### config.mk
export PLATFORM = sky130hd
export DESIGN_NAME = sata_rw_sequencer
export DESIGN_NICKNAME = d
export VERILOG_FILES = /design/src/rtl/sata_rw_sequencer.sv
export SDC_FILE = /design/constraint.sdc
export NUM_CORES = 1
export LEC_CHECK = 0
export BUFFER_PORTS_ARGS = -buffer_cell sky130_fd_sc_hd__buf_2
export CORE_ASPECT_RATIO = 1.2
export CORE_UTILIZATION = 44
export CTS_CLUSTER_SIZE = 24
export DETAILED_ROUTE_END_ITERATION = 8
export GPL_TIMING_DRIVEN = 0
export PLACE_DENSITY = 0.78
export REMOVE_ABC_BUFFERS = 1
export SYNTH_ARGS = -nofsm -noshare
export SYNTH_HDL_FRONTEND = slang
export SYNTH_SLANG_ARGS = --single-unit
### constraint.sdc
create_clock -name clk -period 2.3 [get_ports clk]
set_input_delay 0.46 -clock clk [delete_from_list [all_inputs] [get_ports clk]]
set_output_delay 0.46 -clock clk [all_outputs]
set_load 0.01 [all_outputs]
### src/rtl/sata_rw_sequencer.sv
// sata_rw_sequencer
// Arbitrates between a write requester and a read requester and sequences one
// ATA command at a time into the SATA stack. It waits for the stack to accept
// and finish the command, checks the D2H status, and on failure pulses the
// command-layer reset and recovers.
//
// Optional feature macro: SATA_SEQ_RETRY_EN
//   defined   : a failed command is re-issued up to MAX_RETRY times with the
//               latched operands before err is reported.
//   undefined : a failed command reports err right after recovery and no
//               retry counter is built.
//
// All outputs are forced low while rst is low, so no ack/done/err pulse can
// leak out of a reset cycle.

module sata_rw_sequencer #(
    parameter int unsigned TIMEOUT_CYCLES = 1000000,
    parameter int unsigned MAX_RETRY      = 2
) (
    input  logic        clk,
    input  logic        rst,

    input  logic        linkup,
    input  logic        sata_ready,
    input  logic        sata_busy,
    input  logic [7:0]  d2h_status,
    input  logic [7:0]  d2h_error,

    input  logic        wr_req,
    input  logic [47:0] wr_sector_address,
    input  logic [15:0] wr_sector_count,
    input  logic        rd_req,
    input  logic [47:0] rd_sector_address,
    input  logic [15:0] rd_sector_count,

    output logic        wr_ack,
    output logic        wr_done,
    output logic        wr_err,
    output logic        rd_ack,
    output logic        rd_done,
    output logic        rd_err,

    output logic        write_data_en,
    output logic        read_data_en,
    output logic [47:0] sector_address,
    output logic [15:0] sector_count,
    output logic        command_layer_reset,
    output logic        seq_busy
);

    // state      | meaning
    // -----------+-------------------------------------------------------------
    // IDLE       | no command; grant when link is up, stack ready and not busy
    // ISSUE      | owner's data enable high until the stack reports busy
    // WAIT_DONE  | stack busy with the command; wait for busy to fall
    // CHECK      | one cycle: inspect D2H status/error, done or fail
    // RESET_CL   | command_layer_reset high for four cycles
    // RECOVER    | wait for stack ready and idle, then retry or report err
    typedef enum logic [2:0] {
        ST_IDLE      = 3'd0,
        ST_ISSUE     = 3'd1,
        ST_WAIT_DONE = 3'd2,
        ST_CHECK     = 3'd3,
        ST_RESET_CL  = 3'd4,
        ST_RECOVER   = 3'd5
    } state_t;

    localparam logic [31:0] TMO_LAST = 32'(TIMEOUT_CYCLES - 1);

    state_t      state_q, state_d;
    logic        owner_rd_q, owner_rd_d;
    logic        last_rd_q, last_rd_d;
    logic [47:0] addr_q, addr_d;
    logic [15:0] cnt_q, cnt_d;
    logic [31:0] tmo_q, tmo_d;
    logic [1:0]  rcl_q, rcl_d;

    logic        grant_ok;
    logic        grant_wr;
    logic        grant_rd;
    logic        d2h_fail;
    logic        retry_ok;

    logic        ack;
    logic        done;
    logic        err;
    logic        data_en;
    logic        cl_rst;

`ifdef SATA_SEQ_RETRY_EN
    logic [31:0] retry_q, retry_d;

    assign retry_ok = (retry_q < MAX_RETRY);
`else
    // MAX_RETRY only matters when the retry feature is built.
    logic        unused_max_retry;

    assign unused_max_retry = (MAX_RETRY != 0);
    assign retry_ok         = 1'b0;
`endif

    // Only ERR (bit 0) and DF (bit 5) of the status byte abort a command.
    logic        unused_status_bits;

    assign unused_status_bits = ^{d2h_status[7:6], d2h_status[4:1]};

    // Round-robin grant: on a tie the requester that did not win last time goes.
    assign grant_ok = linkup && sata_ready && !sata_busy;
    assign grant_wr = grant_ok && wr_req && (!rd_req || last_rd_q);
    assign grant_rd = grant_ok && rd_req && (!wr_req || !last_rd_q);
    assign d2h_fail = d2h_status[0] || d2h_status[5] || (d2h_error != 8'h00);

    // Next-state, counters and owner-agnostic output strobes.
    always_comb begin
        state_d    = state_q;
        owner_rd_d = owner_rd_q;
        last_rd_d  = last_rd_q;
        addr_d     = addr_q;
        cnt_d      = cnt_q;
        tmo_d      = tmo_q;
        rcl_d      = rcl_q;
`ifdef SATA_SEQ_RETRY_EN
        retry_d    = retry_q;
`endif
        ack        = 1'b0;
        done       = 1'b0;
        err        = 1'b0;
        data_en    = 1'b0;
        cl_rst     = 1'b0;

        case (state_q)
            ST_IDLE: begin
                if (grant_wr || grant_rd) begin
                    owner_rd_d = grant_rd;
                    last_rd_d  = grant_rd;
                    addr_d     = grant_rd ? rd_sector_address : wr_sector_address;
                    cnt_d      = grant_rd ? rd_sector_count : wr_sector_count;
                    tmo_d      = '0;
`ifdef SATA_SEQ_RETRY_EN
                    retry_d    = '0;
`endif
                    ack        = 1'b1;
                    state_d    = ST_ISSUE;
                end
            end

            ST_ISSUE: begin
                if (!linkup) begin
                    err     = 1'b1;
                    state_d = ST_IDLE;
                end else begin
                    data_en = 1'b1;
                    if (sata_busy) begin
                        tmo_d   = '0;
                        state_d = ST_WAIT_DONE;
                    end else if (tmo_q == TMO_LAST) begin
                        rcl_d   = '0;
                        state_d = ST_RESET_CL;
                    end else begin
                        tmo_d = tmo_q + 32'd1;
                    end
                end
            end

            ST_WAIT_DONE: begin
                if (!linkup) begin
                    err     = 1'b1;
                    state_d = ST_IDLE;
                end else if (!sata_busy) begin
                    state_d = ST_CHECK;
                end else if (tmo_q == TMO_LAST) begin
                    rcl_d   = '0;
                    state_d = ST_RESET_CL;
                end else begin
                    tmo_d = tmo_q + 32'd1;
                end
            end

            ST_CHECK: begin
                if (!linkup) begin
                    err     = 1'b1;
                    state_d = ST_IDLE;
                end else if (d2h_fail) begin
                    rcl_d   = '0;
                    state_d = ST_RESET_CL;
                end else begin
                    done    = 1'b1;
                    state_d = ST_IDLE;
                end
            end

            ST_RESET_CL: begin
                if (!linkup) begin
                    err     = 1'b1;
                    state_d = ST_IDLE;
                end else begin
                    cl_rst = 1'b1;
                    if (rcl_q == 2'd3) begin
                        state_d = ST_RECOVER;
                    end else begin
                        rcl_d = rcl_q + 2'd1;
                    end
                end
            end

            ST_RECOVER: begin
                if (!linkup) begin
                    err     = 1'b1;
                    state_d = ST_IDLE;
                end else if (sata_ready && !sata_busy) begin
                    if (retry_ok) begin
`ifdef SATA_SEQ_RETRY_EN
                        retry_d = retry_q + 32'd1;
`endif
                        tmo_d   = '0;
                        state_d = ST_ISSUE;
                    end else begin
                        err     = 1'b1;
                        state_d = ST_IDLE;
                    end
                end
            end

            default: begin
                state_d = ST_IDLE;
            end
        endcase
    end

    // Steer strobes to the owning requester; owner_rd_d already reflects a
    // grant made this cycle. Everything is held low while reset is asserted.
    always_comb begin
        wr_ack              = 1'b0;
        rd_ack              = 1'b0;
        wr_done             = 1'b0;
        rd_done             = 1'b0;
        wr_err              = 1'b0;
        rd_err              = 1'b0;
        write_data_en       = 1'b0;
        read_data_en        = 1'b0;
        command_layer_reset = 1'b0;
        seq_busy            = 1'b0;
        if (rst) begin
            wr_ack              = ack && !owner_rd_d;
            rd_ack              = ack && owner_rd_d;
            wr_done             = done && !owner_rd_d;
            rd_done             = done && owner_rd_d;
            wr_err              = err && !owner_rd_d;
            rd_err              = err && owner_rd_d;
            write_data_en       = data_en && !owner_rd_d;
            read_data_en        = data_en && owner_rd_d;
            command_layer_reset = cl_rst;
            seq_busy            = (state_q != ST_IDLE);
        end
    end

    assign sector_address = addr_q;
    assign sector_count   = cnt_q;

    // State, operand and counter registers with synchronous active-low reset.
    always_ff @(posedge clk) begin
        if (!rst) begin
            state_q    <= ST_IDLE;
            owner_rd_q <= 1'b0;
            last_rd_q  <= 1'b1;
            addr_q     <= '0;
            cnt_q      <= '0;
            tmo_q      <= '0;
            rcl_q      <= '0;
`ifdef SATA_SEQ_RETRY_EN
            retry_q    <= '0;
`endif
        end else begin
            state_q    <= state_d;
            owner_rd_q <= owner_rd_d;
            last_rd_q  <= last_rd_d;
            addr_q     <= addr_d;
            cnt_q      <= cnt_d;
            tmo_q      <= tmo_d;
            rcl_q      <= rcl_d;
`ifdef SATA_SEQ_RETRY_EN
            retry_q    <= retry_d;
`endif
        end
    end

endmodule

# Yosys cells after proc, flatten, opt, wreduce, memory -nomap -nowiden
# Index checks and enable logic that the tools add are counted.
[op_classes]
mux = 56
addsub = 2
n_eq_ne = 18
reduce_logical = 35
[ops]
columns = ["op", "count"]
rows = [
  ["$mux W32", 6],
  ["$pmux W32 S3", 1],
  ["$mux W48", 1],
  ["$mux W3", 12],
  ["$add A32 B1 Y32 const B", 1],
  ["$eq A32 B20 Y1 const B", 1],
  ["$mux W1", 23],
  ["$mux W2", 9],
  ["$ne A2 B2 Y1 const B", 9],
  ["$pmux W3 S6", 1],
  ["$mux W16", 1],
  ["$logic_and A1 B1 Y1", 15],
  ["$reduce_and A9 Y1", 1],
  ["$pmux W2 S4", 1],
  ["$reduce_bool A8 Y1", 1],
  ["$eq A3 B2 Y1 const B", 2],
  ["$eq A3 B3 Y1 const B", 2],
  ["$ne A3 B3 Y1 const B", 2],
  ["$reduce_bool A3 Y1", 2],
  ["$logic_not A1 Y1", 5],
  ["$logic_or A1 B1 Y1", 5],
  ["$reduce_and A5 Y1", 1],
  ["$reduce_bool A4 Y1", 1],
  ["$reduce_or A4 Y1", 1],
  ["7 further kinds", 7],
]
[word_totals]
output_inout_bits = 74
input_bits = 151
wordCells = 118
register_bits = 103

# Depth between registers and ports, before layout
[logic_depth]
depth_word = 10
mapped_depth = 9
mapped_depth_nobuf = 6

# Worst setup path before layout
# OpenSTA, ideal clock, no wires.
[synth_path]
kind = "input -> output"
from = "input sata_busy"
to = "output rd_done"
arrival_ns = 2.005
setup_slack_ns = -0.165
path_buffers = 2
stages = 7
cell_sequence = "buf_4 -> nor2b_1 -> and4b_1 -> buf_2 -> mux2_2 -> nand2b_1 -> nor3_1"
[synth_between]
elab_chain_len = 9
[synth_lines]
columns = ["element", "line_no", "source"]
rows = [
  ["start, declared", "25", "input logic sata_busy,"],
  ["$logic_not A1 Y1 (*)", "108", "assign grant_ok = linkup && sata_ready && !sata_busy;"],
  ["$logic_and A1 B1 Y1 (*)", "108", ""],
  ["$logic_and A1 B1 Y1, on equally long branches (2 in series)", "109, 110", ""],
  ["$logic_or A1 B1 Y1", "133", "if (grant_wr || grant_rd) begin"],
  ["$mux W1 (*)", "133", ""],
  ["$mux W1 (*)", "131", "case (state_q)"],
  ["$logic_and A1 B1 Y1 (*)", "247", "rd_done = done && owner_rd_d;"],
  ["$mux W1 (*)", "243", "if (rst) begin"],
  ["end, declared", "40", "output logic rd_done,"],
]
# Every way passes the cells marked *; elsewhere a longest branch is shown, timed or not.

# Worst setup path after layout
[layout_path]
from = "register state_q[2]"
to = "register tmo_q[31]"
[layout_between]
elab_chain_len = 3
[layout_lines]
columns = ["element", "line_no", "source"]
rows = [
  ["start, declared", "70", "state_t state_q, state_d;"],
  ["start signal, assigned", "274", "state_q <= state_d;"],
  ["$eq A3 B2 Y1, or another cell as far along", "131", ""],
  ["$ne A2 B2 Y1 (no source line) or $reduce_bool A3 Y1 (tied branches)", "--", ""],
  ["$reduce_and A5 Y1 (no source line)", "--", ""],
  ["end signal, assigned", "279", "tmo_q <= tmo_d;"],
  ["end, declared", "75", "logic [31:0] tmo_q, tmo_d;"],
]
# Parallel ways exist; a longest one is shown, timed or not.
# A chain may end at the register's enable or synchronous reset.

==> metrics.yaml <==
global_route:
  track_usage: 0.242
  grt-ovfl-total: 0
  antenna_found_initial: 3
  grt_start_max_net_pins: 89
  grt_pass1_wl_mm: 23.9
  grt_pass1_vias: 4977
route:
  via_count: 5637
  final_antenna_net_count: 0
  vias_per_cell: 5.67
  drt_iter0_markers: 290
  first_pass_iters: 5
  drc: 0
  wl_per_cell_um: 16.0
  routed_wl_mm: 15.9
floorplan:
  rows: 43
  start_util: 0.455
  coreArea_um2: 11600
  dieArea_um2: 12500
  ioPinCount: 225
  die_h_um: 122
  dieWidth_um: 102
setup_path:
  critPathMaxStageDelay_ns: 0.49
  path_cells: "buf_4 -> buf_4 -> nand3b_1 -> nor4_4 -> buf_4 -> nand3_2 -> or4_1 -> a21oi_1"
  cp_max_fo: 13
  cp.required_ns: 2.57
  path_class: "flop to flop"
  path_delay_family: "simple AND/OR/NAND/NOR gates"
  arrival_ns: 2.54
  path_buf_inv: 3
  critPathCaptureType: "flop"
  slowest_stage: "or4_1"
  worst_setup_path_start_kind: "flop"
  crit_top_cell: "buf_4"
power:
  max-vdd-ir-drop_v: 0.000521
  p_total_w: 0.00390
  swShare: 0.268
  seq_power_share: 0.480
  pwr-share-clk: 0.381
  internal-power_w: 0.00285
  leakagePower_nw: 3.35
  p_per_area_nw_per_um2: 547
  comb_power_share: 0.139
  switching_power_w: 0.00105
timing:
  hold_ws_ns: 0.444
  fin_crit_ns: 2.27
  setup_viol: 0
  relSlewSlack: 0.641
  max_freq_mhz: 441
  finClkSkew_ns: 0.0102
  tns_ns: 0
  tightestPinTransition_ns: 0.534
  finalHoldViolations: 0
  finalCritPeriodShare: 0.986
  worst_slack_ns: 0.0321
  rsz0062_at_grt: "true"
  drv_slew: 0
clocking:
  cts-buffers-inserted: 9
  clk_pin_slew_ns: 0.08
  cts_sinks: 103
  cts_root_buf: "clkbuf_16"
  clk_latency_ns: 0.34
  tritoncts: "done"
  h-tree-depth: 3
  cts_max_path_buffers: 2
synth:
  ys_types: 59
  synthDominantCellAreaShare: 0.390
  ys.flop_type: "dfxtp_1"
  synth_edf_count: 0
  synth_top_cell_by_area: "dfxtp_1"
  yosys_warnings: 0
  ys_ff_latch: 103
  synth-seq-area-share: 0.390
  synth_cells: 613
  synth_area_um2: 5290
  async_flop_share: 0
  synth.area.top_cells: "dfxtp_1 (39%), mux2i_1 (12%), a211oi_1 (9.5%)"
  synth_area_per_cell_um2: 8.63
cells_and_area:
  fillCellCount: 1007
  drive_gt1_frac: 0.363
  antenna_cells: 0
  fin_nets: 986
  final_common_cell: "buf_2"
  fin_area_um2: 7130
  layout_common_cells: "buf_2 (218), dfxtp_1 (100), nor2_1 (81)"
  syn_to_final_growth_pct: 34.8
min_path:
  hp-class: "input pin to flop"
place:
  dp_hpwl_mm: 11.1
  placed_cell_area_um2: 6520
  port_buffers: 218
  gp_congestion: 0.863
  dp_worst_setup_slack_ns: -0.823
flow_run:
  cap_violations: 0
run_status:
  outcome: "complete, no violations"
[cells in the mapped netlist, types with 3 or more instances]
library cell	n
nand3_1	19
nand4_1	12
buf_1	4
nor4b_1	4
a211oi_1	67
mux2i_1	66
dfxtp_1	103
and4_1	3
buf_2	17
inv_1	10
o31ai_1	8
a21oi_1	27
o21ai_0	27
nor3_1	8
and3_1	4
or4_1	14
or3_1	13
nor4_1	11
nand2_1	36
o211ai_1	3
clkbuf_1	23
nor2_1	85
[tightest hold or removal path, delay by kind of cell]
| family | cells | cell delay, ns |
|---|---|---|
| AO/OA/AOI/OAI | 1 | 0.08 |
| buffers and inverters | 1 | 0.09 |
| multiplexers | 1 | 0.11 |
[final cells by class]
cell class	instances	area (um2)	area share
multi-input cells	456	3090	0.434
flip-flops and latches	103	2070	0.291
repair buffers	252	1430	0.200
clock buffers	9	225	0.0316
well taps	157	196	0.0276
clock inverters	7	63.8	0.00895
inverters	11	45.0	0.00632
[kinds of logic after synthesis]
logic type      after synthesis  synth area share
xor+xnor                      1           0.00166
compound gates              149             0.191
flops                       103             0.390
buf+inv                      58            0.0480
mux                          68             0.129
simple gates                232             0.235
fa+ha+maj                     2           0.00473
[path summary, 6_finish.rpt]
path | startpoint | endpoint | slack, ns | cells past startpoint
max | state_q[2] | tmo_q[31] | 0.03 | 8
min reg2reg | tmo_q[19] | tmo_q[19] | 0.49 | 2
max reg2reg | state_q[2] | tmo_q[31] | 0.03 | 8
min | rd_sector_address[28] | sector_address[28] | 0.44 | 3
[power by group through the flow]
| stage | combinational, W | clock [W] | sequential (W) |
|---|---|---|---|
| floorplan | 0.000227 | 0 | 0.00194 |
| global placement | 0.000492 | 0 | 0.00192 |
| detailed placement | 0.000505 | 0 | 0.00192 |
| CTS | 0.000533 | 0.00152 | 0.00187 |
| global route | 0.000589 | 0.00158 | 0.00188 |
| finish | 0.000541 | 0.00148 | 0.00187 |
[state kept, by name, summed over array words and instances, names as in the netlist]
register and flops:
last_rd_q 1, owner_rd_q 1, state_q 3, sector_count 16, tmo_q 32, sector_address 48, rcl_q 2
[metrics by stage]
stage	instances	util
2_1_floorplan	566	-
3_3_place_gp	941	0.547
3_5_place_dp	949	0.561
4_1_cts	978	0.600
5_1_grt	995	0.613
6_report	995	0.613
[per-layer routing]
metal  part of all wire  vias to the layer above  track usage
li1                   -                     2745            -
met1               0.39                     2590        0.284
met2               0.50                      251        0.414
met3              0.075                       47       0.0528
met4              0.034                        4        0.117
met5             0.0014                        -            0
[what timing repair did]
item                       in CTS  in global routing
cloned                          3                  1
pin swaps                       5                  9
setup endpoints to repair      74                 36
hold buffers                    0                  0
resized for setup              16                  9
buffers inserted               10                 17
No activity file was read; power rests on OpenSTA's default activity.
